<file path="config.mk">
export PLATFORM = sky130hd
export DESIGN_NAME = onehot_count_accum
export DESIGN_NICKNAME = d
export VERILOG_FILES = /design/src/rtl/onehot_accum_pkg.sv /design/src/rtl/onehot_decode.sv /design/src/rtl/onehot_count_accum.sv
export SDC_FILE = /design/constraint.sdc
export NUM_CORES = 1
export LEC_CHECK = 0
export CAP_MARGIN = 30
export CORE_UTILIZATION = 45
export CTS_BUF_LIST = sky130_fd_sc_hd__clkbuf_2 sky130_fd_sc_hd__clkbuf_4 sky130_fd_sc_hd__clkbuf_8
export CTS_CLUSTER_SIZE = 14
export DETAILED_ROUTE_END_ITERATION = 16
export HOLD_SLACK_MARGIN = 0.03
export PLACE_DENSITY = 0.68
export SYNTH_ARGS = -nofsm -noshare
export SYNTH_HDL_FRONTEND = slang
export SYNTH_SLANG_ARGS = --single-unit
export TNS_END_PERCENT = 50
</file>
<file path="constraint.sdc">
create_clock -name clk -period 5.29 [get_ports clk]
set_clock_uncertainty 0.1 [all_clocks]
set_input_delay 0.529 -clock clk [delete_from_list [all_inputs] [get_ports clk]]
set_output_delay 0.529 -clock clk [all_outputs]
set_load 0.1 [all_outputs]
</file>
<file path="src/rtl/onehot_accum_pkg.sv">
// Shared types and constants for the one-hot count accumulator.
package onehot_accum_pkg;

  typedef enum logic {ACCUM = 1'b0, HOLD = 1'b1} state_e;

  localparam int OH_W  = 5;
  localparam int DEC_W = 3;

  // The sum must hold WINDOW samples of value 4 without wrapping, and the
  // sample counter must reach WINDOW-1.
  function automatic bit params_legal(input int window, input int sum_w, input int cnt_w);
    if (window < 2 || window > 255) return 1'b0;
    if (sum_w < DEC_W || sum_w > 30 || cnt_w < 1 || cnt_w > 30) return 1'b0;
    return ((1 << sum_w) > 4 * window) && ((1 << cnt_w) > window);
  endfunction

endpackage

</file>
<file path="src/rtl/onehot_decode.sv">
// One-hot ones-count decoder. With ONEHOT_STRICT_CHECK_EN defined, any input
// that is not exactly one-hot is flagged bad and decodes to 0.
module onehot_decode
  import onehot_accum_pkg::*;
(
  input  logic [OH_W-1:0]  in_onehot,
  output logic [DEC_W-1:0] dec,
  output logic             bad
);

`ifdef ONEHOT_STRICT_CHECK_EN
  logic [DEC_W-1:0] ones;

  always_comb begin
    dec  = '0;
    ones = '0;
    for (int i = 0; i < OH_W; i++) begin
      ones = ones + {{(DEC_W-1){1'b0}}, in_onehot[i]};
      if (in_onehot[i]) dec = DEC_W'(i);
    end
    bad = (ones != DEC_W'(1));
    if (bad) dec = '0;
  end
`else
  // Highest set bit wins; an all-zero input decodes to 0.
  always_comb begin
    dec = '0;
    for (int i = 0; i < OH_W; i++)
      if (in_onehot[i]) dec = DEC_W'(i);
  end

  assign bad = 1'b0;
`endif

endmodule

</file>
<file path="src/rtl/onehot_count_accum.sv">
// Window accumulator of decoded one-hot counts with a valid/ready result port.
// Optional strict one-hot checking via ONEHOT_STRICT_CHECK_EN.
module onehot_count_accum
  import onehot_accum_pkg::*;
#(
  parameter int WINDOW = 16,
  parameter int SUM_W  = 7,
  parameter int CNT_W  = 8
) (
  input  logic             clk,
  input  logic             rst,
  input  logic             in_valid,
  output logic             in_ready,
  input  logic [OH_W-1:0]  in_onehot,
  output logic             out_valid,
  input  logic             out_ready,
  output logic [SUM_W-1:0] out_sum,
  output logic             out_err
);

  if (!params_legal(WINDOW, SUM_W, CNT_W)) begin : g_bad_params
    $error("onehot_count_accum: illegal WINDOW/SUM_W/CNT_W combination");
  end

  localparam logic [CNT_W-1:0] LAST = CNT_W'(WINDOW - 1);

  state_e           state;
  logic [SUM_W-1:0] acc;
  logic [CNT_W-1:0] cnt;
  logic [DEC_W-1:0] dec;
  logic             bad;
  logic [SUM_W-1:0] dec_w;
  logic             in_xfer;
  logic             out_xfer;
  logic             last;

  onehot_decode u_dec (
    .in_onehot (in_onehot),
    .dec       (dec),
    .bad       (bad)
  );

  // A rejected sample contributes nothing to the sum.
  assign dec_w    = bad ? '0 : SUM_W'(dec);
  assign in_ready = (state == ACCUM) || out_ready;
  assign in_xfer  = in_valid && in_ready;
  assign out_xfer = out_valid && out_ready;
  assign last     = (state == ACCUM) && (cnt == LAST);

  // acc/cnt are already zero in HOLD, so a sample taken alongside the
  // output transfer naturally becomes sample 1 of the next window.
  always_ff @(posedge clk or posedge rst) begin
    if (rst) begin
      state     <= ACCUM;
      acc       <= '0;
      cnt       <= '0;
      out_valid <= 1'b0;
      out_sum   <= '0;
    end else begin
      if (out_xfer) begin
        out_valid <= 1'b0;
        state     <= ACCUM;
      end
      if (in_xfer) begin
        if (last) begin
          out_sum   <= acc + dec_w;
          out_valid <= 1'b1;
          state     <= HOLD;
          acc       <= '0;
          cnt       <= '0;
        end else begin
          acc <= acc + dec_w;
          cnt <= cnt + CNT_W'(1);
        end
      end
    end
  end

`ifdef ONEHOT_STRICT_CHECK_EN
  logic err;
  logic out_err_q;

  always_ff @(posedge clk or posedge rst) begin
    if (rst) begin
      err       <= 1'b0;
      out_err_q <= 1'b0;
    end else if (in_xfer) begin
      if (last) begin
        out_err_q <= err | bad;
        err       <= 1'b0;
      end else begin
        err <= err | bad;
      end
    end
  end

  assign out_err = out_err_q;
`else
  assign out_err = 1'b0;
`endif

endmodule
</file>
==> metrics.txt <==
status finished with violations; failing checks DRC; vias 908; vias in the first global route 923; n_diodes 0; area grow syn2layout 17.3%; PD cells 535 nW/um2; IO Port Bufs 16; required time worst endpoint between 4 and 5 ns; Reg area 601 um2; mapped cell area 1350 um2; FMAX 334 MHz; Cell Area, Placed roughly 1500 um2; row cnt 19; nets ~150; largest net degree at the start of global routing 25; Worst VDD drop 270 uV; Seq/Total Area, Yosys 0.446; sum of routed wire length over all layers 2250 um; first-pass GRT wire length 4070 um; Sw Share 0.445; post-CTS setup repair buffer count 0; grt ovf 0; initial antenna violation count 0; CP arrival around 2.4 ns; die area 3220 um2; worst slew pin tran 0.967 ns; Clk network pwr share 0.158; Reg2Reg Launch Point acc[0]; CTS tree done; Distinct cells, synth 39; Clock Root Buffer clkbuf_4; Vias per Instance between 5 and 6; layout cells sized above 1 0.173; post-cts sizing count 0; Die H 56.7 um; Worst Hold Depth 2; Placer Congestion 0.787; Mapped Cells 121; Final Hold Viols 0; Worst-Skew Late Latency 0.32 ns; Tcrit/Tclk final 0.565; commonest non-fill, non-tap cell in the layout dfrtp_1; setup TNS 0 ns; hold endpoint acc[2]; # Max-Cap Violations 0; Finish-stage setup viols 0; die extent in x 56.7 um; cells on worst reg2reg path 7; FF-to-FF setup slack between 3 and 4 ns; Flop pwr share 0.370; headroom to the max-slew limit 0.353; Antenna Nets Post-Route 0; first-pass iteration count of the detailed router 10; clock sink count 24; Reg2Reg Capture Point out_sum[6]; core box area 2810 um2; clk slew on worst S/H paths approximately 0.14 ns; Hold WC Path Type flip-flop to flip-flop; number of CTS-inserted buffers 3; fillcell total around 250; Clock H-tree levels 1; Lkg Pwr slightly above 0.7 nW; Starting Density 0.480; IO Count 19; Ys Warns 0; Seq cells post-synth 24; DR DRC count 7; Hold Crit Start acc[2]; Syn Area/Cell 11.1 um2; clk buf depth 2; initial DRC count 29; P_sw 0.000376 W; Final Max Tran Viols 0; dpl hpwl 1620 um; Worst setup EP type output pin; worst-path fanout max 5; crit start category primary input; cell internal pwr ~0.00047 W; combinational share of power 0.472; GRT Total Usage 0.165; fin area roughly 1600 um2; cts hold-fix bufs 0; Setup CP Type primary input to output pin; commonest cells after routing, fill and taps aside dfrtp_1, nand2_1, clkdlybuf4s50_1, inv_1, nor2_1; Mapped Nets 135; Multi-input gate area 698 um2; routed len/inst 13.2 um; min cycle time layout between 2 and 3 ns; RSZ-0062 raised after global routing no
==> cell type report <==
type | instances | area share
Clock inverter | 1 | 0.0190
Inverter | 8 | 0.0190
Tap cell | 31 | 0.0245
Multi-Input combinational cell | 87 | 0.442
Timing Repair Buffer | 16 | 0.101
Clock buffer | 3 | 0.0143
Sequential cell | 24 | 0.380
==> worst max-delay path, cell delays in order <==
cell and delay (ns):
clkdlybuf4s50_1 0.51, nand2b_4 0.18, clkdlybuf4s50_1 1.14
==> Yosys cell counts (all sizes together) <==
library cell	instances	area, um2
conb	1	3.75
and3	1	7.51
o21ai	4	20.0
or2	1	6.26
inv	8	30.0
mux2	6	90.1
and2	3	18.8
nor2	9	52.6
nand2	18	77.6
o2111ai	1	15.0
nor4	2	25.0
buf	2	18.8
o211ai	2	15.0
xor2	5	43.8
nand3b	1	7.51
nand4b	1	8.76
dfrtp	24	601
ha	4	50.1
mux2i	1	10.0
xnor2	5	43.8
a211oi	1	12.5
o22ai	1	6.26
o21bai	1	7.51
fa	1	20.0
nor3	1	16.3
nand4	1	6.26
a21o	3	22.5
a22o	3	26.3
nand2b	1	13.8
a21oi	1	5.00
nand3	7	60.1
nor2b	1	6.26
==> worst max-delay path by stage <==
stage               slack, ns    startpoint         end
floorplan                3.05  in_onehot[2]  out_sum[6]
global placement         2.31     out_ready    in_ready
detailed placement       2.30     out_ready    in_ready
CTS                      2.29     out_ready    in_ready
global route             2.26     out_ready    in_ready
finish                   2.30     out_ready    in_ready
==> flip-flops by register name, indices dropped and copies added (netlist names) <==
| name | cells |
|---|---|
| out_sum | 7 |
| acc | 7 |
| out_valid | 1 |
| state | 1 |
| cnt | 8 |
==> power groups by stage <==
stage                     Sequential (W)  Combinational, W  Clock (W)
final                           0.000313          0.000399   0.000133
after global placement          0.000314          0.000397          0
after global routing            0.000326          0.000433   0.000143
after floorplan                 0.000429          0.000208          0
after detailed placement        0.000318          0.000400          0
after CTS                       0.000314          0.000403   0.000137
==> cell families (layout without fill, tap and decap cells) <==
kind of cell,Yosys count,in the layout,synth area share
AND/OR/NAND/NOR,47,47,0.228
flip-flops,24,24,0.446
AO/OA/AOI/OAI,17,17,0.0966
XOR/XNOR,10,10,0.0650
buffers and inverters,10,28,0.0362
multiplexers,7,7,0.0743
adder cells (fa/ha/maj),5,5,0.0520
other,1,1,0.00278
==> routing by layer <==
layer	vias up	GRT usage	wire length (um)
met2	19	0.269	1030
met1	440	0.217	1100
li1	444	-	-
met3	5	0.0207	81
met4	0	0.0750	41
met5	-	0	0
==> stage by stage <==
stage               setup WS, ns  cells   util  hold WS, ns  power (W)
finish                      2.30    170  0.563        0.402   0.000846
global route                2.26    170  0.563        0.451   0.000902
CTS                         2.29    170  0.563        0.416   0.000854
detailed placement          2.30    166  0.545        0.385   0.000718
global placement            2.31    166  0.545        0.357   0.000711
floorplan                   3.05    121      -        0.343   0.000637
No activity file was read; power rests on OpenSTA's default activity.
